**src/rtl/debug_response_tx_if.sv**
```systemverilog
// Interface for the debug response transmitter.
// It carries the capture strobe and data word, the UART byte handshake, and the status flags.
// The slave modport is used by debug_response_tx.
// The master modport is the view from the sequencer and UART side.
interface debug_response_tx_if #(
  parameter int DATA_WIDTH = 16
);
  logic                  DEBUG_LD_DATA_EN;
  logic [DATA_WIDTH-1:0] DEBUG_DATA;
  logic                  TX_READY;
  logic                  TX_LOAD;
  logic [7:0]            TX_BYTE;
  logic                  DEBUG_TX_BUSY;
  logic                  DEBUG_TX_OVERRUN;
  logic                  OVERRUN_CLR;

  modport slave (
    input  DEBUG_LD_DATA_EN, DEBUG_DATA, TX_READY, OVERRUN_CLR,
    output TX_LOAD, TX_BYTE, DEBUG_TX_BUSY, DEBUG_TX_OVERRUN
  );

  modport master (
    output DEBUG_LD_DATA_EN, DEBUG_DATA, TX_READY, OVERRUN_CLR,
    input  TX_LOAD, TX_BYTE, DEBUG_TX_BUSY, DEBUG_TX_OVERRUN
  );
endinterface

```
**src/rtl/debug_response_tx.sv**
```systemverilog
// debug_response_tx: frames a captured debug word as HEADER followed by its data bytes.
// The data bytes are sent most significant byte first, one byte per UART TX handshake.
// It holds one active frame and one pending word, and keeps a sticky overrun flag.
// Optional macro DEBUG_TX_CHECKSUM_EN appends a checksum byte so that the frame sums to zero.
module debug_response_tx #(
  parameter int         DATA_WIDTH = 16,
  parameter logic [7:0] HEADER     = 8'hA5
) (
  input  logic              CLK,
  input  logic              RESETN,
  debug_response_tx_if.slave bus
);
  localparam int NB = DATA_WIDTH / 8;
`ifdef DEBUG_TX_CHECKSUM_EN
  localparam int LAST = NB + 1;
`else
  localparam int LAST = NB;
`endif
  localparam int IDX_W = $clog2(LAST + 1);
  localparam logic [IDX_W-1:0] LAST_IDX = IDX_W'(LAST);

  localparam logic [1:0] S_IDLE = 2'd0;
  localparam logic [1:0] S_SEND = 2'd1;
  localparam logic [1:0] S_WAIT = 2'd2;

  logic [1:0]            state_q, state_d;
  logic [IDX_W-1:0]      idx_q, idx_d;
  logic                  wait_first_q, wait_first_d;
  logic                  pend_vld_q, pend_vld_d;
  logic                  tx_load_q, tx_load_d;
  logic [7:0]            tx_byte_q, tx_byte_d;
  logic                  overrun_q, overrun_d;
  logic [DATA_WIDTH-1:0] shift_q, shift_d;
  logic [DATA_WIDTH-1:0] pend_q, pend_d;
  logic [7:0]            cur_byte;
  logic                  frame_done;
  logic                  overrun_set;
`ifdef DEBUG_TX_CHECKSUM_EN
  logic [7:0]            acc_q, acc_d;
`endif

  // Byte for the current index: the header, then the top byte of the shift register, then optionally the checksum
  always_comb begin
    cur_byte = shift_q[DATA_WIDTH-1 -: 8];
    if (idx_q == '0) cur_byte = HEADER;
`ifdef DEBUG_TX_CHECKSUM_EN
    else if (idx_q == LAST_IDX) cur_byte = 8'h00 - acc_q;
`endif
  end

  // Next-state logic: the frame sequencer, pending-slot management and overrun detection
  always_comb begin
    state_d      = state_q;
    idx_d        = idx_q;
    wait_first_d = wait_first_q;
    pend_vld_d   = pend_vld_q;
    tx_load_d    = 1'b0;
    tx_byte_d    = tx_byte_q;
    shift_d      = shift_q;
    pend_d       = pend_q;
    frame_done   = 1'b0;
    overrun_set  = 1'b0;
`ifdef DEBUG_TX_CHECKSUM_EN
    acc_d        = acc_q;
`endif
    case (state_q)
      S_IDLE: begin
        if (bus.DEBUG_LD_DATA_EN) begin
          shift_d = bus.DEBUG_DATA;
          idx_d   = '0;
          state_d = S_SEND;
`ifdef DEBUG_TX_CHECKSUM_EN
          acc_d   = 8'h00;
`endif
        end
      end
      S_SEND: begin
        if (bus.TX_READY) begin
          tx_load_d    = 1'b1;
          tx_byte_d    = cur_byte;
          state_d      = S_WAIT;
          wait_first_d = 1'b1;
          if (idx_q != '0) shift_d = shift_q << 8;
`ifdef DEBUG_TX_CHECKSUM_EN
          acc_d        = acc_q + cur_byte;
`endif
        end
      end
      S_WAIT: begin
        // The UART keeps TX_READY high for one cycle after a load, so that cycle is skipped
        if (wait_first_q) begin
          wait_first_d = 1'b0;
        end else if (bus.TX_READY) begin
          if (idx_q == LAST_IDX) begin
            frame_done = 1'b1;
          end else begin
            idx_d   = idx_q + 1'b1;
            state_d = S_SEND;
          end
        end
      end
      default: state_d = S_IDLE;
    endcase

    if (frame_done) begin
      if (pend_vld_q) begin
        shift_d    = pend_q;
        pend_vld_d = 1'b0;
        idx_d      = '0;
        state_d    = S_SEND;
`ifdef DEBUG_TX_CHECKSUM_EN
        acc_d      = 8'h00;
`endif
      end else begin
        state_d = S_IDLE;
      end
    end

    // A strobe in the completion cycle with no pending word starts the next frame directly
    if (bus.DEBUG_LD_DATA_EN && (state_q != S_IDLE)) begin
      if (pend_vld_q) begin
        overrun_set = 1'b1;
      end else if (frame_done) begin
        shift_d = bus.DEBUG_DATA;
        idx_d   = '0;
        state_d = S_SEND;
`ifdef DEBUG_TX_CHECKSUM_EN
        acc_d   = 8'h00;
`endif
      end else begin
        pend_d     = bus.DEBUG_DATA;
        pend_vld_d = 1'b1;
      end
    end

    overrun_d = overrun_set | (overrun_q & ~bus.OVERRUN_CLR);
  end

  // Control and output registers, cleared by the asynchronous reset
  always_ff @(posedge CLK or negedge RESETN) begin
    if (!RESETN) begin
      state_q      <= S_IDLE;
      idx_q        <= '0;
      wait_first_q <= 1'b0;
      pend_vld_q   <= 1'b0;
      tx_load_q    <= 1'b0;
      tx_byte_q    <= 8'h00;
      overrun_q    <= 1'b0;
    end else begin
      state_q      <= state_d;
      idx_q        <= idx_d;
      wait_first_q <= wait_first_d;
      pend_vld_q   <= pend_vld_d;
      tx_load_q    <= tx_load_d;
      tx_byte_q    <= tx_byte_d;
      overrun_q    <= overrun_d;
    end
  end

  // Data holding registers; they are only read while a matching valid state is set, so they need no reset
  always_ff @(posedge CLK) begin
    shift_q <= shift_d;
    pend_q  <= pend_d;
`ifdef DEBUG_TX_CHECKSUM_EN
    acc_q   <= acc_d;
`endif
  end

  assign bus.TX_LOAD          = tx_load_q;
  assign bus.TX_BYTE          = tx_byte_q;
  assign bus.DEBUG_TX_BUSY    = (state_q != S_IDLE) | pend_vld_q;
  assign bus.DEBUG_TX_OVERRUN = overrun_q;
endmodule
```
**src/flat_wrapper.sv**
```systemverilog
// flat-port wrapper written by rule: the top's interface ports become plain ports
module debug_response_tx_flat 
#(
  parameter int         DATA_WIDTH = 16,
  parameter logic [7:0] HEADER     = 8'hA5
)
  (CLK, RESETN, bus_DEBUG_LD_DATA_EN, bus_DEBUG_DATA, bus_TX_READY, bus_OVERRUN_CLR, bus_TX_LOAD, bus_TX_BYTE, bus_DEBUG_TX_BUSY, bus_DEBUG_TX_OVERRUN);
  debug_response_tx_if #(.DATA_WIDTH(DATA_WIDTH)) bus_i ();
  input  logic CLK;
  input  logic RESETN;
  input wire logic [$bits(bus_i.DEBUG_LD_DATA_EN)-1:0] bus_DEBUG_LD_DATA_EN;
  input wire logic [$bits(bus_i.DEBUG_DATA)-1:0] bus_DEBUG_DATA;
  input wire logic [$bits(bus_i.TX_READY)-1:0] bus_TX_READY;
  input wire logic [$bits(bus_i.OVERRUN_CLR)-1:0] bus_OVERRUN_CLR;
  output wire logic [$bits(bus_i.TX_LOAD)-1:0] bus_TX_LOAD;
  output wire logic [$bits(bus_i.TX_BYTE)-1:0] bus_TX_BYTE;
  output wire logic [$bits(bus_i.DEBUG_TX_BUSY)-1:0] bus_DEBUG_TX_BUSY;
  output wire logic [$bits(bus_i.DEBUG_TX_OVERRUN)-1:0] bus_DEBUG_TX_OVERRUN;
  assign bus_i.DEBUG_LD_DATA_EN = bus_DEBUG_LD_DATA_EN;
  assign bus_i.DEBUG_DATA = bus_DEBUG_DATA;
  assign bus_i.TX_READY = bus_TX_READY;
  assign bus_i.OVERRUN_CLR = bus_OVERRUN_CLR;
  assign bus_TX_LOAD = bus_i.TX_LOAD;
  assign bus_TX_BYTE = bus_i.TX_BYTE;
  assign bus_DEBUG_TX_BUSY = bus_i.DEBUG_TX_BUSY;
  assign bus_DEBUG_TX_OVERRUN = bus_i.DEBUG_TX_OVERRUN;
  debug_response_tx #(.DATA_WIDTH(DATA_WIDTH), .HEADER(HEADER)) u_core (.CLK(CLK), .RESETN(RESETN), .bus(bus_i));
endmodule
```
**config.mk**
```make
export PLATFORM = sky130hd
export DESIGN_NAME = debug_response_tx_flat
export DESIGN_NICKNAME = d
export VERILOG_FILES = /design/src/rtl/debug_response_tx_if.sv /design/src/rtl/debug_response_tx.sv /design/src/flat_wrapper.sv
export SDC_FILE = /design/constraint.sdc
export NUM_CORES = 1
export LEC_CHECK = 0
export CORE_ASPECT_RATIO = 0.5
export CORE_UTILIZATION = 50
export DETAILED_ROUTE_END_ITERATION = 10
export HOLD_SLACK_MARGIN = 0.03
export PLACE_DENSITY = 0.75
export SLEW_MARGIN = 20
export SYNTH_ARGS = -nofsm -noshare
export SYNTH_HDL_FRONTEND = slang
export SYNTH_SLANG_ARGS = --single-unit
```
**constraint.sdc**
```tcl
create_clock -name CLK -period 2.91 [get_ports CLK]
set_input_delay 0.873 -clock CLK [delete_from_list [all_inputs] [get_ports CLK]]
set_output_delay 0.873 -clock CLK [all_outputs]
set_load 0.01 [all_outputs]
```
# ---- Word-level counts from Yosys, hierarchy flattened
# Cells that the tools add are included.
dict set report classes {
  addsub 1
  n_eq_ne 4
  muxes 45
  bitwise_logic 6
  reduce_logical 9
}
# cell n
set op_table {}
lappend op_table {{$mux W16} 8}
lappend op_table {{$mux W2} 18}
lappend op_table {{$pmux W16 S2} 1}
lappend op_table {{$mux W1} 14}
lappend op_table {{$mux W8} 1}
lappend op_table {{$pmux W2 S3} 1}
lappend op_table {{$reduce_bool A2 Y1} 3}
lappend op_table {{$eq A2 B2 Y1 const B} 2}
lappend op_table {{$logic_not A2 Y1} 2}
lappend op_table {{$pmux W2 S2} 1}
lappend op_table {{$reduce_and A2 Y1} 2}
lappend op_table {{$not A1 Y1} 3}
lappend op_table {{$reduce_and A3 Y1} 1}
lappend op_table {{$add A2 B1 Y2 const B} 1}
lappend op_table {{$eq A2 B1 Y1 const B} 1}
lappend op_table {{$ne A2 B2 Y1 const B} 1}
lappend op_table {{$or A1 B1 Y1} 2}
lappend op_table {{$pmux W1 S2} 1}
lappend op_table {{$and A1 B1 Y1} 1}
lappend op_table {{$logic_and A1 B1 Y1} 1}
dict set report word_totals {
  ff_bits 48
  input_bits 21
  out_inout_bits 11
}

# ---- Depth between registers and ports, before layout
# Gate-level depths: netlist of the first run.
dict set report logic_depth {
  ltp_word 10
  ltp_mapped 7
  depth_no_buf 6
}

# ---- Worst setup path before layout of the first run
# No wires, ideal clock.
dict set report synth_path {
  path_type {input to register}
  start {input port bus_TX_READY}
  end {register u_core.pend_q[0] (enable)}
  t_arrival_ps 2656
  t_required_ps 2501
  setup_slack_ps -156
  stages 5
  n_path_buf 2
  path_cell_list {and4bb_1 -> buf_6 -> and2_1 -> buf_4 -> nor3_1}
}
dict set report synth_via {
  elab_chain_cells 5
}
# element line
set synth_rtl {}
lappend synth_rtl {{start, declared} flat_wrapper.sv:13} ;# input wire logic [$bits(bus_i.TX_READY)-1:0] bus_TX_READY;
lappend synth_rtl {{$mux W1} debug_response_tx.sv:93} ;# end else if (bus.TX_READY) begin
lappend synth_rtl {{$mux W1} debug_response_tx.sv:91} ;# if (wait_first_q) begin
lappend synth_rtl {{$mux W1} debug_response_tx.sv:66} ;# case (state_q)
lappend synth_rtl {{$not A1 Y1 (no line)} --}
lappend synth_rtl {{$reduce_and A3 Y1 (no line)} --}
lappend synth_rtl {{end signal, assigned} debug_response_tx.sv:163} ;# pend_q <= pend_d;
lappend synth_rtl {{end, declared} debug_response_tx.sv:34} ;# logic [DATA_WIDTH-1:0] pend_q, pend_d;
# No other way between the ends.
# A chain may end at the register's enable or synchronous reset.

# ---- Worst setup path in the final report of the first run
dict set report layout_path {
  start {register u_core.pend_vld_q}
  end {output port bus_DEBUG_TX_BUSY}
}
dict set report layout_via {
  elab_chain_cells 1
}
# element line
set layout_rtl {}
lappend layout_rtl {{start, declared} debug_response_tx.sv:29} ;# logic pend_vld_q, pend_vld_d;
lappend layout_rtl {{start signal, assigned} debug_response_tx.sv:153} ;# pend_vld_q <= pend_vld_d;
lappend layout_rtl {{$or A1 B1 Y1} debug_response_tx.sv:171} ;# assign bus.DEBUG_TX_BUSY = (state_q != S_IDLE) | pend_vld_q;
lappend layout_rtl {{end, declared} flat_wrapper.sv:17} ;# output wire logic [$bits(bus_i.DEBUG_TX_BUSY)-1:0] bus_DEBUG_TX_BUSY;
# No other way between the ends.

==> results of run 1 <==
==> power by group through the flow <==
stage / Sequential [mW] / Combinational [mW] / Clock (mW)
final: 1.04 / 0.739 / 0.462
after global routing: 1.05 / 0.814 / 0.506
after CTS: 1.03 / 0.737 / 0.478
after detailed placement: 1.04 / 0.734 / 0
after global placement: 1.03 / 0.712 / 0
after floorplan: 1.02 / 0.442 / 0
==> synth_stat cells, types with 2 or more instances <==
cell type	n
o21ai_1	8
nor3b_1	4
edfxtp_1	16
dfrtp_1	16
nor3_1	2
a22o_1	8
inv_1	11
nand4_1	2
nor2_1	9
ha_1	3
buf_6	2
buf_4	2
o21ai_2	2
and2_1	2
o22a_1	4
a32oi_1	3
o21ai_0	7
nor2b_1	2
buf_2	5
nand3b_1	4
dfxtp_1	16
nand2_1	13
o22ai_1	7
a21oi_1	12
a22oi_1	11
==> per-layer routing <==
metal | global-route usage | share of wire
met3 | 0.06508 | 0.088
met2 | 0.3445 | 0.43
met4 | 0.07385 | 0.0072
met5 | 0 | 0
met1 | 0.3215 | 0.47
==> registers in the layout (all words and copies together) (netlist names) <==
signal and flops:
u_core.shift_q 16, u_core.wait_first_q 1, u_core.state_q 2, u_core.bus.TX_LOAD 1, u_core.idx_q 2, u_core.pend_vld_q 1
u_core.pend_q 16, u_core.bus.DEBUG_TX_OVERRUN 1, u_core.bus.TX_BYTE 8
==> cell families after synthesis <==
kind of cell	count (synthesis)
AO/OA/AOI/OAI	70
flip-flops	48
AND/OR/NAND/NOR	45
buffers and inverters	23
adder cells (fa/ha/maj)	3
multiplexers	2
==> cell type report <==
class                      count  area [sq um]
fill                         328          1365
clock inverter                 2         35.03
inverter                      13         48.80
multi-input combinational    120         810.8
timing repair buffer          39         382.9
clock buffer                   6         72.57
tap                           54         67.56
sequential                    48          1201
==> final timing paths <==
| path | endpoint | start |
|---|---|---|
| worst max-delay path | bus_DEBUG_TX_BUSY | u_core.pend_vld_q |
| worst min-delay path | u_core.shift_q[1] | u_core.shift_q[1] |
| worst max register to register | u_core.shift_q[8] | u_core.idx_q[0] |
| worst min register to register | u_core.shift_q[1] | u_core.shift_q[1] |
| max in group asynchronous | u_core.state_q[0] | RESETN |
| min in group asynchronous | u_core.bus.DEBUG_TX_OVERRUN | RESETN |
==> cells in the final DEF, fill, tap and decap left out, drive strengths merged, types with 2 or more instances in the layout <==
cell type	n
a22oi	12
clkdlybuf4s50	31
buf	8
dfxtp	16
nor2b	2
nor2	10
and2	2
a22o	8
a32oi	3
nand4	2
o22ai	7
edfxtp	16
clkinv	2
o21ai	17
dfrtp	16
clkbuf	6
nand2	13
and4bb	2
ha	3
nor3	2
nor3b	4
nand3b	4
a21oi	12
o22a	4
inv	12
==> worst register-to-register path, stage by stage, from the launching register on <==
cell and delay [ps]:
dfrtp_1 350, inv_1 80, ha_1 230, and4bb_2 510, mux2_2 390, a22oi_1 150, o21ai_1 80
==> impl_metrics.toml, run 1 <==
[clocking]
cts_max_level = 2
cts_tree = "done"
cts_buffers = 5
clock-sinks = 48
cts_setup_buffers = 0
ctsHoldBuffers = 0
clk_root_buffer_cell = "clkbuf_8"
clockBufferDepth = 2
clock_latency_ps = 290
clk_pin_slew_ps = 80
ctsResizeCount = 0

[final_layout]
design_area_sq_mm = 0.002619
syn_to_final_growth_pct = 23.41
drive_gt1_frac = 0.1184
layoutNonFillerInstCount = 282
finish.utilization = 0.6573
final_nets = 251
n_antenna_cell = 0

[route]
drc = 0
via_per_inst = 5.904
drtIter0Drc = 180
ant_nets = 0
wl_per_cell_microns = 16.75
drt_wl_total_microns = 4724
dr.pass1.iters = 4
vias = 1665

[place]
place_area_sq_mm = 0.002511
dpl.cell_count = 274
io_buffers = 31
routabilityCongestion = 0.8111
dpl.hpwl_microns = 3473
dpl_worst_slack_ps = 231.2

[floorplan]
dieArea_sq_mm = 0.004524
rows = 16
pin_count = 32
die_h_microns = 48.07
core_sq_mm = 0.003984
start_util = 0.5327
die_width_microns = 94.13

[timing]
worst_hold_slack_ps = 485.2
timing.clock.skew_ps = 9.077
rsz0062_at_grt = "no"
finalHoldViolations = 0
drv_slew = 0
relSlewSlack = 0.5295
min_period_ps = 2602
fin_ws_ps = 307.6
setup_viol = 0
fmaxAchievable_ghz = 0.3843
finalCritPeriodShare = 0.8943
worst_pin_slew_ps = 703.5
setup_tns_ps = 0

[yosys]
yosysTopAreaCell = "edfxtp_1"
ys_warn_count = 0
synth_edf_count = 16
synth_cells = 191
yosysSeqAreaShare = 0.5660
muxShareOfSynthArea = 0.01002
synth.top_cell.area_share = 0.2264
synth_top_family_by_area = "compound AO/OA/AOI/OAI gates"
synth_flop_cell = "edfxtp_1"
synth.cell_area_sq_mm = 0.002122
syn-num-nets = 215
yosys.area_share.simple = 0.1203
synth_compound_area_frac = 0.2317
synth_xor_area_frac = 0
avgSynthCellArea_sq_um = 11.11
synth_adder_area_share = 0.01769
async_flop_share = 0.3333
ys_seq_elements = 48
ys_top_cells_by_area = "edfxtp_1, dfrtp_1, dfxtp_1"
ys_types = 45

[global_routing]
grt_use_total = 0.2279
grt_pass1_wl_microns = 7231
grt_overflow_total = 0
grt_max_degree = 17
antenna_found_initial = 0
grt_pass1_vias = 1453

[job]
maxCapViolCount = 0

[pwr]
seqPwrFrac = 0.463
power_leakage_nw = 0.9867
clkPwrFrac = 0.207
powerDensity_mw_per_mm2 = 854.1
ir_drop_uv = 323.7
netSwitchingPower_mw = 0.7132
pwr-share-comb = 0.330
p_int_mw = 1.523
power.total_mw = 2.237
swShare = 0.3188

[critical_path]
critPathCaptureType = "output port"
criticalPathCategory = "reg -> out"
slowest_stage = "dfrtp_1"
cp_num_buf_inv = 2
crit_family = "buffers and inverters"
r2r_cells = 6
cp-start-kind = "flip-flop"
path_max_fanout = 13
cp_num_cells = 3
max_stage_delay_ps = 650
worstPathRequired_ps = 2040
cp.arrival_ps = 1730
rrSetupSlack_ps = 1020
path_cells = "clkinv_1, nand2_1, clkdlybuf4s50_1"

[min_path]
hp-class = "reg -> reg"
whs_path_depth = 2

[run_status]
status = "finished, final reports clean"
(Power assumes the default switching activity.)
==> run 2: changes to the inputs <==
--- a/config.mk
+++ b/config.mk
@@ -6,10 +6,11 @@
 export NUM_CORES = 1
 export LEC_CHECK = 0
 export CORE_ASPECT_RATIO = 0.5
-export CORE_UTILIZATION = 50
+export CORE_UTILIZATION = 48
 export DETAILED_ROUTE_END_ITERATION = 10
 export HOLD_SLACK_MARGIN = 0.03
-export PLACE_DENSITY = 0.75
+export PLACE_DENSITY_LB_ADDON = 0.2
+export REMOVE_ABC_BUFFERS = 1
 export SLEW_MARGIN = 20
 export SYNTH_ARGS = -nofsm -noshare
 export SYNTH_HDL_FRONTEND = slang
==> constraint.sdc (replaced) <==
create_clock -name CLK -period 2.1 [get_ports CLK]
set_input_delay 0.63 -clock CLK [delete_from_list [all_inputs] [get_ports CLK]]
set_output_delay 0.63 -clock CLK [all_outputs]
set_load 0.01 [all_outputs]
==> run 2 against run 1 <==
- register-to-register slack worse by 670 ps
- critical path depth grew 3
- count of clock-buffer cells in the layout increased by 1
- design area increased by 3.5%
- setup slack worse by 120 ps
- total power grew 36%
- non-clock buffer count grew 15
- via count is 1.2% higher
- largest power group unchanged
==> impl_metrics.toml, run 2 (synthesis gave the netlist of run 1 again) <==
[global_routing]
grt_overflow_total = 0
grt_pass1_wl_microns = 8135
grt_pass1_vias = 1642
grt_max_degree = 17
antenna_found_initial = 0
grt_use_total = 0.2336

[critical_path]
critPathCaptureType = "flip-flop"
path_cells = "clkdlybuf4s50_1, and4bb_1, buf_4, nand3b_1, a21oi_1, o21ai_1"
r2r_cells = 7
cp-start-kind = "input pin"
criticalPathCategory = "in -> reg"
slowest_stage = "clkdlybuf4s50_1"
worstPathRequired_ps = 2280
max_stage_delay_ps = 500
path_max_fanout = 9
cp.arrival_ps = 2100

[route]
ant_nets = 0
drc = 0
drt_wl_total_microns = 4903
dr.pass1.iters = 4
via_per_inst = 5.673
wl_per_cell_microns = 16.51
vias = 1685
drtIter0Drc = 142

[clocking]
clock_latency_ps = 300
clk_pin_slew_ps = 80
cts_max_level = 2
clock-sinks = 48
clk_root_buffer_cell = "clkbuf_8"
cts_tree = "done"
cts_buffers = 5
clockBufferDepth = 2

[pwr]
clkPwrFrac = 0.172
netSwitchingPower_mw = 1.002
p_int_mw = 2.036
swShare = 0.3298
powerDensity_mw_per_mm2 = 1121
seqPwrFrac = 0.470
power_leakage_nw = 1.045
pwr-share-comb = 0.358
ir_drop_uv = 477.3
power.total_mw = 3.037

[floorplan]
pin_count = 32
die_h_microns = 49.02
die_width_microns = 96.03
rows = 16
core_sq_mm = 0.004064
start_util = 0.5222
dieArea_sq_mm = 0.004707

[run_status]
status = "finished, final reports clean"

[final_layout]
finish.utilization = 0.6669
drive_gt1_frac = 0.1728
fillers = 317
design_area_sq_mm = 0.002710
final_cell_mix = "clkdlybuf4s50_1, buf_4, dfrtp_1, edfxtp_1, dfxtp_1"
final_nets = 266
syn_to_final_growth_pct = 27.71
n_antenna_cell = 0
layout_commonest_cell = "clkdlybuf4s50_1"

[place]
place_area_sq_mm = 0.002624
routabilityCongestion = 0.9199
dpl.hpwl_microns = 3612
io_buffers = 31

[timing]
setup_viol = 0
rsz0062_at_grt = "no"
setup_tns_ps = 0
timing.clock.skew_ps = 8.427
finalHoldViolations = 0
drv_slew = 0
min_period_ps = 1916
fmaxAchievable_ghz = 0.5218
relSlewSlack = 0.7537
finalCritPeriodShare = 0.9126
worst_pin_slew_ps = 369.4

[job]
maxCapViolCount = 0

[min_path]
hp-class = "reg -> reg"
whs_path_depth = 2
==> run 2: cell count changes in the layout (fill, tap and decap cells not counted) <==
cell | before | now
bufinv_16 | 1 | 0
clkdlybuf4s50_1 | 31 | 30
nor2_1 | 9 | 8
nor2_2 | 1 | 2
clkbuf_1 | 1 | 2
dlymetal6s2s_1 | 0 | 1
buf_4 | 7 | 22
==> run 2: power groups by stage <==
stage	clock (mW)	combinational (mW)	sequential [mW]
after floorplan	0	0.554	1.44
after global placement	0	1.04	1.42
after detailed placement	0	1.07	1.44
after CTS	0.531	1.08	1.42
after global routing	0.580	1.20	1.46
final	0.523	1.09	1.43
==> run 2: worst paths after layout <==
path,from,endpoint,slack (ps)
hold / removal,u_core.shift_q[2],u_core.shift_q[2],470
max in group asynchronous,RESETN,u_core.bus.DEBUG_TX_OVERRUN,1260
hold reg to reg,u_core.shift_q[2],u_core.shift_q[2],470
setup reg to reg,u_core.idx_q[0],u_core.shift_q[12],350
setup / recovery,bus_TX_READY,u_core.shift_q[15],180
min in group asynchronous,RESETN,u_core.wait_first_q,650
==> run 2: through the flow <==
step | setup WS (ps) | instances | hold WS [ps]
floorplan | -682.0 | 181 | 334.4
global placement | -88.73 | 289 | 444.5
detailed placement | -104.4 | 289 | 448.8
CTS | 41.38 | 297 | 465.5
global route | 77.97 | 297 | 487.5
finish | 183.6 | 297 | 470.3
==> run 2: final cells by class <==
| type | instances | area (sq um) | share of cell area |
|---|---|---|---|
| multi-input combinational | 120 | 813.3 | 0.3001 |
| timing repair buffer | 54 | 498.0 | 0.1837 |
| tap | 54 | 67.56 | 0.02493 |
| clock inverter | 1 | 5.005 | 0.001847 |
| inverter | 13 | 48.80 | 0.01801 |
| clock buffer | 7 | 76.32 | 0.02816 |
| sequential | 48 | 1201 | 0.4432 |
==> run 2: worst max-delay path: cells and delay by family <==
kind                   cells  cell delay (ps)
AOI/OAI and AO/OA          2              290
buffers and inverters      2              680
and+or+nand+nor            2              490
==> run 2: per-layer routing <==
layer | vias up | GRT usage | part of all wire
met5 | - | 0 | 0
met3 | 4 | 0.07632 | 0.10
met4 | 0 | 0.03980 | 0.0059
met2 | 74 | 0.3168 | 0.41
met1 | 790 | 0.3634 | 0.48
li1 | 817 | - | -
==> run 2: repair_timing <==
action / CTS / global route
endpoints found under the setup margin: 1 / 1
gates resized for setup: 1 / 1
pin swaps: 0 / 0
buffers inserted: 0 / 0
hold buffers: 0 / 0
==> run 3: changes to the inputs <==
--- a/config.mk
+++ b/config.mk
@@ -6,7 +6,8 @@
 export NUM_CORES = 1
 export LEC_CHECK = 0
 export CORE_ASPECT_RATIO = 0.5
-export CORE_UTILIZATION = 48
+export CORE_UTILIZATION = 50
+export CTS_BUF_LIST = sky130_fd_sc_hd__clkbuf_2
 export DETAILED_ROUTE_END_ITERATION = 10
 export HOLD_SLACK_MARGIN = 0.03
 export PLACE_DENSITY_LB_ADDON = 0.2
==> run 3 against run 2 <==
- sequential cell count is the same
- utilization grew 1.3 points
- routed wire length grew 3.5%
- first-iteration DRC count fell by 7.7%
- non-clock buffer count grew 1
- count of clock-buffer cells in the layout shrank 1
- global-route usage increased by 1.3 points
- cell count is 0.34% higher
- combinational power about the same
- via count rose by 3.0%
- critical path depth is 5 lower
- die area fell by 3.9%
- critical path type is now reg -> out
==> impl_metrics.toml, run 3 (synthesis gave the netlist of run 1 again) <==
[run_status]
status = "finished, final reports clean"

[final_layout]
n_antenna_cell = 0
drive_gt1_frac = 0.1844
layoutNonFillerInstCount = 298
syn_to_final_growth_pct = 27.71
final_nets = 267
final_cell_mix = "clkdlybuf4s50_1, buf_4, dfrtp_1, edfxtp_1, dfxtp_1"
layout_commonest_cell = "clkdlybuf4s50_1"

[pwr]
clkPwrFrac = 0.162
netSwitchingPower_mw = 1.023
power_leakage_nw = 1.052
seqPwrFrac = 0.470
pwr-share-comb = 0.368
ir_drop_uv = 423.1
swShare = 0.3347
p_int_mw = 2.034
powerDensity_mw_per_mm2 = 1128

[place]
dpl.cell_count = 289
dpl.hpwl_microns = 3688
routabilityCongestion = 0.8845
io_buffers = 31
dpl_worst_slack_ps = -97.33

[clocking]
clk_root_buffer_cell = "clkbuf_2"
clockBufferDepth = 2
clock_latency_ps = 420
cts_max_level = 2
clk_pin_slew_ps = 240
cts_buffers = 5
cts_tree = "done"
clock-sinks = 48

[critical_path]
cp-start-kind = "flip-flop"
path_cells = "clkdlybuf4s50_1"
worstPathRequired_ps = 1470
path_max_fanout = 2
slowest_stage = "clkdlybuf4s50_1"
cp.arrival_ps = 1390
max_stage_delay_ps = 540
criticalPathCategory = "reg -> out"
critPathCaptureType = "output port"
crit_family = "buffers and inverters"
cp_num_buf_inv = 1

[route]
vias = 1736
via_per_inst = 5.826
dr.pass1.iters = 4
drtIter0Drc = 131
wl_per_cell_microns = 17.04
drc = 0
ant_nets = 0
drt_wl_total_microns = 5077

[global_routing]
grt_pass1_wl_microns = 7886
grt_use_total = 0.2470
antenna_found_initial = 0
grt_pass1_vias = 1563
grt_max_degree = 17
grt_overflow_total = 0

[timing]
setup_tns_ps = 0
relSlewSlack = 0.7746
fmaxAchievable_ghz = 0.4958
finalHoldViolations = 0
drv_slew = 0
timing.clock.skew_ps = 23.90
setup_viol = 0
fin_ws_ps = 82.89
finalCritPeriodShare = 0.9605
min_period_ps = 2017
worst_pin_slew_ps = 338.1
rsz0062_at_grt = "no"

[floorplan]
rows = 16
start_util = 0.5327
pin_count = 32
die_h_microns = 48.07
dieArea_sq_mm = 0.004524
core_sq_mm = 0.003984
die_width_microns = 94.13

[min_path]
hp-class = "in -> async"

[job]
maxCapViolCount = 0
[run 3: stage by stage]
| stage | power [mW] | area [sq um] | utilization | hold slack (ps) |
|---|---|---|---|---|
| floorplan | 1.997 | 2056 | - | 334.4 |
| global placement | 2.494 | 2636 | 0.6617 | 450.9 |
| detailed placement | 2.544 | 2636 | 0.6617 | 454.8 |
| CTS | 3.045 | 2710 | 0.6803 | 477.2 |
| global route | 3.237 | 2710 | 0.6803 | 483.0 |
| finish | 3.057 | 2710 | 0.6803 | 480.3 |
[run 3: worst register-to-register path: cells and delay by family, from the launching register on]
family / cells / cell delay (ps)
simple gates: 1 / 300
buf+inv: 3 / 470
flops: 1 / 440
compound gates: 3 / 560
[run 3: what timing repair did]
item / in CTS / in global routing
buffers inserted: 1 / 0
hold buffers: 0 / 0
setup endpoints to repair: 1 / 0
gates resized for setup: 2 / 0
endpoints found under the hold margin: 0 / 0
[run 3: metal layers]
layer / track usage / vias to the layer above / wire, microns
li1: - / 825 / -
met1: 0.3403 / 841 / 2466
met2: 0.3854 / 63 / 2208
met3: 0.07302 / 7 / 355
met4: 0.07692 / 0 / 46
met5: 0 / - / 0
[run 3: area by class of cell]
| type | count | area, sq um |
|---|---|---|
| multi-input cells | 120 | 813.3 |
| flip-flops and latches | 48 | 1201 |
| clock buffers | 6 | 30.03 |
| repair buffers | 55 | 514.2 |
| clock inverters | 2 | 35.03 |
| inverters | 13 | 48.80 |
| fillers | 340 | 1274 |
| well taps | 54 | 67.56 |
[run 3: worst paths after layout]
kind	cells after the start	slack, ps	startpoint	endpoint
hold reg to reg	2	480	u_core.shift_q[1]	u_core.shift_q[1]
setup / recovery	1	80	u_core.bus.TX_BYTE[6]	bus_TX_BYTE[6]
max in group asynchronous	2	1440	RESETN	u_core.state_q[0]
setup reg to reg	7	230	u_core.state_q[0]	u_core.shift_q[5]
hold / removal	2	480	RESETN	u_core.bus.TX_LOAD
min in group CLK	2	480	u_core.shift_q[1]	u_core.shift_q[1]
[run 3: power by group through the flow]
stage | Combinational (mW) | Sequential [mW] | Clock (mW)
global route | 1.24 | 1.46 | 0.535
floorplan | 0.554 | 1.44 | 0
global placement | 1.07 | 1.43 | 0
detailed placement | 1.10 | 1.45 | 0
CTS | 1.12 | 1.43 | 0.503
finish | 1.12 | 1.44 | 0.496
